**config.mk**
```make
export PLATFORM = sky130hd
export DESIGN_NAME = ipm_host_initiator
export DESIGN_NICKNAME = d
export VERILOG_FILES = /design/src/rtl/ipm_host_pkg.sv /design/src/rtl/ipm_bus_cycle.sv /design/src/rtl/ipm_host_initiator.sv
export SDC_FILE = /design/constraint.sdc
export NUM_CORES = 1
export LEC_CHECK = 0
export CAP_MARGIN = 40
export CORE_MARGIN = 5
export CORE_UTILIZATION = 40
export CTS_CLUSTER_SIZE = 40
export DETAILED_ROUTE_END_ITERATION = 7
export PLACE_DENSITY_LB_ADDON = 0.25
export SKIP_CTS_REPAIR_TIMING = 1
export SLEW_MARGIN = 20
export SYNTH_ARGS = -nofsm -noshare
export SYNTH_HDL_FRONTEND = slang
export SYNTH_SLANG_ARGS = --single-unit
```
**constraint.sdc**
```tcl
create_clock -name clk -period 2.2 [get_ports clk]
set_input_delay 0.44 -clock clk [delete_from_list [all_inputs] [get_ports clk]]
set_output_delay 0.44 -clock clk [all_outputs]
set_load 0.05 [all_outputs]
```
**src/rtl/ipm_host_pkg.sv**
```systemverilog
// Shared encodings for the IPM host-port initiator: ops, register map, FSM states and the
// per-step bus cycle table that the sequencer walks through.
package ipm_host_pkg;

   typedef enum logic [1:0] {
      OpWrite   = 2'b00,
      OpRead    = 2'b01,
      OpStart   = 2'b10,
      OpIllegal = 2'b11
   } op_e;

   localparam logic [3:0] AddrData0 = 4'h0;
   localparam logic [3:0] AddrConf  = 4'h4;
   localparam logic [3:0] AddrCtrl  = 4'h5;

   localparam logic [7:0] CtrlStart  = 8'h01;
   localparam logic [7:0] CtrlWrWord = 8'h02;
   localparam logic [7:0] CtrlRdWord = 8'h04;

   // WRITE and READ both take six byte cycles (steps 0..5); START takes one
   localparam logic [2:0] LastWordStep = 3'd5;

   typedef enum logic [1:0] {StIdle, StSeq, StDone} seq_state_e;
   typedef enum logic [1:0] {BcIdle, BcSetup, BcStrobe, BcEnd} bc_state_e;

   typedef struct packed {
      logic       write;
      logic [3:0] addr;
      logic [7:0] data;
   } bus_step_t;

   function automatic logic [2:0] last_step(op_e op);
      return (op == OpStart) ? 3'd0 : LastWordStep;
   endfunction

   // Byte cycle issued at step idx of a command
   function automatic bus_step_t step_of(op_e op, logic [2:0] idx, logic [7:0] conf,
                                         logic [31:0] wdata);
      bus_step_t  s;
      logic [2:0] k;
      s = '{write: 1'b1, addr: AddrCtrl, data: CtrlStart};
      k = 3'd0;
      case (op)
         OpWrite: begin
            if (idx == 3'd0) begin
               s.addr = AddrConf;
               s.data = conf;
            end else if (idx <= 3'd4) begin
               k      = idx - 3'd1;
               s.addr = AddrData0 + {1'b0, k};
               s.data = wdata[{k[1:0], 3'b000} +: 8];
            end else begin
               s.data = CtrlWrWord;
            end
         end
         OpRead: begin
            if (idx == 3'd0) begin
               s.addr = AddrConf;
               s.data = conf;
            end else if (idx == 3'd1) begin
               s.data = CtrlRdWord;
            end else begin
               k       = idx - 3'd2;
               s.write = 1'b0;
               s.addr  = AddrData0 + {1'b0, k};
               s.data  = 8'h00;
            end
         end
         default: ;
      endcase
      return s;
   endfunction

endpackage

```
**src/rtl/ipm_bus_cycle.sv**
```systemverilog
// Single byte-wide register cycle on the IPM host port.
// Write: SETUP, WR_CYC strobe cycles, HOLD.  Read: SETUP, RD_CYC strobe cycles, TURN.
// A new start may be issued in the HOLD/TURN cycle so byte cycles run back-to-back.
module ipm_bus_cycle
   import ipm_host_pkg::*;
#(
   parameter int unsigned WR_CYC = 2,
   parameter int unsigned RD_CYC = 2
) (
   input  logic       clk,
   input  logic       rst_a,
   input  logic       start,
   input  logic       start_write,
   input  logic [3:0] start_addr,
   input  logic [7:0] start_data,
   output logic       cycle_done,
   output logic [7:0] rd_byte,
   output logic [3:0] addr,
   output logic       rd,
   output logic       wr,
   output logic [7:0] data_o,
   output logic       oe,
   input  logic [7:0] data_i
);

   localparam logic [3:0] WrLast = 4'(WR_CYC - 1);
   localparam logic [3:0] RdLast = 4'(RD_CYC - 1);

   bc_state_e  state_q;
   logic       write_q;
   logic [3:0] cnt_q;
   logic [3:0] addr_q;
   logic [7:0] data_q;
   logic       oe_q;
   logic       rd_q;
   logic       wr_q;
   logic [7:0] rd_byte_q;

   // Phase sequencer with registered strobes; pad data captured on the last strobe cycle
   always_ff @(posedge clk or negedge rst_a) begin
      if (!rst_a) begin
         state_q   <= BcIdle;
         write_q   <= 1'b0;
         cnt_q     <= 4'd0;
         addr_q    <= 4'd0;
         data_q    <= 8'd0;
         oe_q      <= 1'b0;
         rd_q      <= 1'b0;
         wr_q      <= 1'b0;
         rd_byte_q <= 8'd0;
      end else if (start) begin
         state_q <= BcSetup;
         write_q <= start_write;
         addr_q  <= start_addr;
         data_q  <= start_data;
         oe_q    <= start_write;
         rd_q    <= 1'b0;
         wr_q    <= 1'b0;
      end else begin
         unique case (state_q)
            BcIdle: ;
            BcSetup: begin
               state_q <= BcStrobe;
               cnt_q   <= write_q ? WrLast : RdLast;
               wr_q    <= write_q;
               rd_q    <= ~write_q;
            end
            BcStrobe: begin
               if (cnt_q == 4'd0) begin
                  state_q <= BcEnd;
                  wr_q    <= 1'b0;
                  rd_q    <= 1'b0;
                  if (!write_q) rd_byte_q <= data_i;
               end else begin
                  cnt_q <= cnt_q - 4'd1;
               end
            end
            BcEnd: begin
               state_q <= BcIdle;
               oe_q    <= 1'b0;
            end
         endcase
      end
   end

   assign cycle_done = (state_q == BcEnd);
   assign rd_byte    = rd_byte_q;
   assign addr       = addr_q;
   assign rd         = rd_q;
   assign wr         = wr_q;
   assign data_o     = data_q;
   assign oe         = oe_q;

endmodule

```
**src/rtl/ipm_host_initiator.sv**
```systemverilog
// MCU-side initiator for the IPM 8-bit host port: turns word commands into byte register
// cycles and presents intMCU as a sticky edge-detected interrupt flag.
module ipm_host_initiator
   import ipm_host_pkg::*;
#(
   parameter int unsigned WR_CYC     = 2,
   parameter int unsigned RD_CYC     = 2,
   parameter int unsigned CONF_WIDTH = 5
) (
   input  logic                  clk,
   input  logic                  rst_a,
   input  logic                  cmd_valid,
   output logic                  cmd_ready,
   input  logic [1:0]            cmd_op,
   input  logic [CONF_WIDTH-1:0] cmd_conf,
   input  logic [31:0]           cmd_wdata,
   output logic                  done,
   output logic                  err,
   output logic [31:0]           rsp_rdata,
   output logic [3:0]            addressMCU,
   output logic                  rdMCU,
   output logic                  wrMCU,
   output logic [7:0]            dataMCU_o,
   output logic                  dataMCU_oe,
   input  logic [7:0]            dataMCU_i,
   input  logic                  intMCU,
   output logic                  irq_pending,
   input  logic                  irq_ack
);

   seq_state_e            state_q;
   op_e                   op_q;
   logic [CONF_WIDTH-1:0] conf_q;
   logic [31:0]           wdata_q;
   logic [2:0]            idx_q;
   logic                  ready_q;
   logic                  done_q;
   logic                  err_q;
   logic [31:0]           rsp_q;
   logic [31:0]           shadow_q;
   logic                  int_q;
   logic                  irq_q;

   op_e       cmd_op_e;
   logic      accept;
   logic      bc_start;
   logic      cycle_done;
   logic      last;
   logic [1:0] rd_k;
   logic [7:0] rd_byte;
   bus_step_t step;

   assign cmd_op_e = op_e'(cmd_op);
   assign accept   = cmd_valid & ready_q;
   assign last     = (idx_q == last_step(op_q));
   assign rd_k     = 2'(idx_q - 3'd2);

   // Next byte cycle: step 0 straight from the command inputs, later steps from latched fields
   always_comb begin
      bc_start = 1'b0;
      step     = step_of(op_q, idx_q + 3'd1, 8'(conf_q), wdata_q);
      if (accept && cmd_op_e != OpIllegal) begin
         bc_start = 1'b1;
         step     = step_of(cmd_op_e, 3'd0, 8'(cmd_conf), cmd_wdata);
      end else if (state_q == StSeq && cycle_done && !last) begin
         bc_start = 1'b1;
      end
   end

   // Command FSM with registered ready/done/err and READ word assembly
   always_ff @(posedge clk or negedge rst_a) begin
      if (!rst_a) begin
         state_q  <= StIdle;
         op_q     <= OpWrite;
         conf_q   <= '0;
         wdata_q  <= 32'd0;
         idx_q    <= 3'd0;
         ready_q  <= 1'b1;
         done_q   <= 1'b0;
         err_q    <= 1'b0;
         rsp_q    <= 32'd0;
         shadow_q <= 32'd0;
      end else begin
         unique case (state_q)
            StIdle: begin
               if (accept) begin
                  op_q    <= cmd_op_e;
                  conf_q  <= cmd_conf;
                  wdata_q <= cmd_wdata;
                  idx_q   <= 3'd0;
                  ready_q <= 1'b0;
                  if (cmd_op_e == OpIllegal) begin
                     state_q <= StDone;
                     done_q  <= 1'b1;
                     err_q   <= 1'b1;
                  end else begin
                     state_q <= StSeq;
                  end
               end
            end
            StSeq: begin
               if (cycle_done) begin
                  if (op_q == OpRead && idx_q >= 3'd2) begin
                     shadow_q[{rd_k, 3'b000} +: 8] <= rd_byte;
                     if (last) rsp_q <= {rd_byte, shadow_q[23:0]};
                  end
                  if (last) begin
                     state_q <= StDone;
                     done_q  <= 1'b1;
                  end else begin
                     idx_q <= idx_q + 3'd1;
                  end
               end
            end
            StDone: begin
               state_q <= StIdle;
               done_q  <= 1'b0;
               err_q   <= 1'b0;
               ready_q <= 1'b1;
            end
            default: state_q <= StIdle;
         endcase
      end
   end

   // Interrupt edge detect; a fresh edge wins over a simultaneous acknowledge
   always_ff @(posedge clk or negedge rst_a) begin
      if (!rst_a) begin
         int_q <= 1'b0;
         irq_q <= 1'b0;
      end else begin
         int_q <= intMCU;
         irq_q <= (intMCU & ~int_q) | (irq_q & ~irq_ack);
      end
   end

   ipm_bus_cycle #(
      .WR_CYC (WR_CYC),
      .RD_CYC (RD_CYC)
   ) u_bus_cycle (
      .clk         (clk),
      .rst_a       (rst_a),
      .start       (bc_start),
      .start_write (step.write),
      .start_addr  (step.addr),
      .start_data  (step.data),
      .cycle_done  (cycle_done),
      .rd_byte     (rd_byte),
      .addr        (addressMCU),
      .rd          (rdMCU),
      .wr          (wrMCU),
      .data_o      (dataMCU_o),
      .oe          (dataMCU_oe),
      .data_i      (dataMCU_i)
   );

   assign cmd_ready   = ready_q;
   assign done        = done_q;
   assign err         = err_q;
   assign rsp_rdata   = rsp_q;
   assign irq_pending = irq_q;

endmodule

```
==> flow_summary.ini <==
[placement]
pre_cts_slack_ns = -0.144
routabilityCongestion = 0.855
numPortBuffers = 101
placed_cell_area_mm2 = 0.00738
dp_hpwl_um = 10100

[global_route]
grt-ovfl-total = 0
antenna_found_initial = 0
grt_pass1_wl_um = 24200
grt_pass1_vias = 4732
grt_max_degree = 58
track_usage_pct = 17.0

[routing]
first_pass_iters = 5
drt_iter0_markers = 267
avgViaCountPerCell = 5.17
wl_per_cell_um = 16.2
routed_wl_um = 14500
drc = 0
num_vias = 4617
postRouteAntennaNets = 0

[logic_synthesis]
synth_top_area_cell = dfrtp_1
synthFlopType = dfrtp_1
syn_area_per_cell_um2 = 10.4
ys_types = 50
synthArstFlopShare_pct = 100
synth_seq_area_share_pct = 56.1
ys_warn_count = 0
syn_inst = 575
synth_top_area_share_pct = 55.6
synth_most_common_cell = nand2_1
synthTopCellsByArea = dfrtp_1 (56%), nand2_1 (11%), mux2_2 (5.5%)
synth_enable_flop_cells = 0
syn-cell-area_mm2 = 0.00598
synth_top_cells_by_count = nand2_1 (183), dfrtp_1 (133), o21ai_0 (34)
ys_ff_latch = 134
syn-num-nets = 640

[critical_path]
r2r-start = u_bus_cycle.state_q[0]$_DFFE_PN0P_
endpoint_kind = register
crit_required_ns = 2.49
crit_fanout = 8
crit_path_start_kind = register
r2r_setup_slack_ns = 0.06
crit_arrival_ns = 2.43
crit_type = register to register
r2r_end = u_bus_cycle.rd_byte[5]$_DFFE_PN0P_
reg2reg_depth = 7

[power_and_ir_drop]
power_frac_comb_pct = 37.4
switchingPower_w = 0.00382
ir_drop_v = 0.000629
p_sw_share_pct = 36.2
p_leak_nw = 3.74
p_per_area_mw_per_mm2 = 1320
intPower_w = 0.00674
pwr-share-seq_pct = 35.2
p_total_w = 0.0106
p_clk_share_pct = 27.4

[outcome]
violations = negative hold slack
outcome = finished with violations

[finish]
final_layout_size_suffix_gt1_share_pct = 16.9
fin_nets = 762
finalInstanceArea_mm2 = 0.00802
area_growth_pct = 34.1
diodes = 0

[clocking]
clockRootBuffer = clkbuf_16
clkLatencyLatePin_ns = 0.41
cts_num_sinks = 134
cts.clk_slew.worst_paths_ns = 0.06
cts_max_level = 4
cts_made_buffers = 17
cts_buffer_depth = 2
tritoncts = yes

[timing]
worstMarginPinSlew_ns = 0.810
skew_ns = 0.00593
fin_ws_ns = 0.0619
period_needed_ns = 2.14
hold_viol_final = 1
slew_viol_final = 0
fmax_ghz = 0.468
fin_crit_sh_pct = 97.2
rsz0062_at_grt = false
setup_viol = 0
relSlewSlack_pct = 46.0
fin_hold_ws_ns = -0.000159

[die]
io_pins = 103
die_h_um = 132
die_area_mm2 = 0.0175
design.core.area_mm2 = 0.0146
rows = 44
die_w_um = 132
start_util_pct = 41.0

[run]
maxCapViolCount = 0

[worst_hold_path]
hold_class = input port to async pin
registers in the layout (all words and copies together) (netlist names), 3 cells and up:
signal	flops
u_bus_cycle.rd_byte	8
u_bus_cycle.cnt_q	4
shadow_q	24
conf_q	5
u_bus_cycle.data_o	8
rsp_rdata	32
u_bus_cycle.addr	3
idx_q	3
wdata_q	32
worst max-delay path by stage:
stage                                             from                                 end  slack, ns  cells after the start
finish              u_bus_cycle.state_q[0]$_DFFE_PN0P_  u_bus_cycle.rd_byte[5]$_DFFE_PN0P_       0.06                      7
global route        u_bus_cycle.state_q[0]$_DFFE_PN0P_            rsp_rdata[3]$_DFFE_PN0P_       0.01                      7
CTS                               idx_q[0]$_DFFE_PN0P_   u_bus_cycle.data_o[3]$_DFFE_PN0P_     0.0003                      6
detailed placement                           cmd_op[0]  u_bus_cycle.rd_byte[5]$_DFFE_PN0P_      -0.14                      7
global placement                             cmd_valid  u_bus_cycle.rd_byte[7]$_DFFE_PN0P_      -0.09                      7
floorplan                         idx_q[0]$_DFFE_PN0P_     u_bus_cycle.addr[1]$_DFFE_PN0P_       0.05                      8
cell type report:
type	count	area, um^2
fill	1252	6570
sequential	134	3360
multi-input combinational	397	2470
timing repair buffer	132	1310
clock buffer	19	453
tap	184	230
clock inverter	12	151
inverter	15	56.3
critical path, stage by stage, from the launching register on:
cell      delay (ns)
dfrtp_1         0.43
ha_1            0.26
nand3b_1        0.17
a21boi_1        0.23
a31oi_2         0.07
or3_1           0.36
buf_4           0.19
mux2_4          0.30
per-layer routing:
metal / vias to the layer above / global-route usage [%] / routed length [um]
met5: - / 0 / 0
met4: 0 / 5.66 / 221
met3: 19 / 5.19 / 718
met2: 147 / 27.4 / 7130
met1: 2247 / 21.9 / 6410
li1: 2204 / - / -
logic make-up (layout without fill, tap and decap cells):
family                     count (synthesis)  in the layout  synth area share (%)
buffers and inverters                     44            178                  3.18
AOI/OAI and AO/OA                         83             83                  8.66
other                                      1              1                0.0627
DFF                                      134            134                  56.1
and+or+nand+nor                          247            247                  17.6
adders and majority gates                 13             13                  2.72
muxes                                     53             53                  11.7
through the flow:
step	cells	util (%)	setup TNS, ns	hold slack, ns
3_3_place_gp	861	50.6	-0.743	0.423
3_5_place_dp	861	50.6	-1.19	0.436
4_1_cts	892	54.7	0	0.00161
2_1_floorplan	575	-	0	0.144
6_report	893	55.0	0	-0.000159
5_1_grt	893	55.0	0	0.0354
cell usage in the layout, fill, tap and decap left out, types with 3 or more instances in the layout:
cell type and n:
a211o_1 3, a21o_1 3, a21oi_1 13, a31oi_1 7
a32oi_1 3, and3_1 3, buf_12 5, buf_4 27
bufinv_16 3, clkbuf_16 17, clkdlybuf4s50_1 99, clkinv_2 4
dfrtp_1 132, ha_1 13, inv_1 13, mux2_1 4
mux2_2 29, mux2_4 8, mux2i_1 5, mux4_2 6
nand2_1 183, nand2b_1 4, nand3_1 10, nor2_1 12
nor3_1 5, nor4_1 5, o21ai_0 34, o31ai_1 6
or3_1 7
power by group through the flow:
| stage | combinational, W | clock (W) | sequential [W] |
|---|---|---|---|
| after global routing | 0.00428 | 0.00307 | 0.00379 |
| final | 0.00395 | 0.00289 | 0.00371 |
| after CTS | 0.00392 | 0.00295 | 0.00371 |
| after floorplan | 0.00210 | 0 | 0.00410 |
| after detailed placement | 0.00388 | 0 | 0.00374 |
| after global placement | 0.00378 | 0 | 0.00371 |
(Power assumes the default switching activity.)
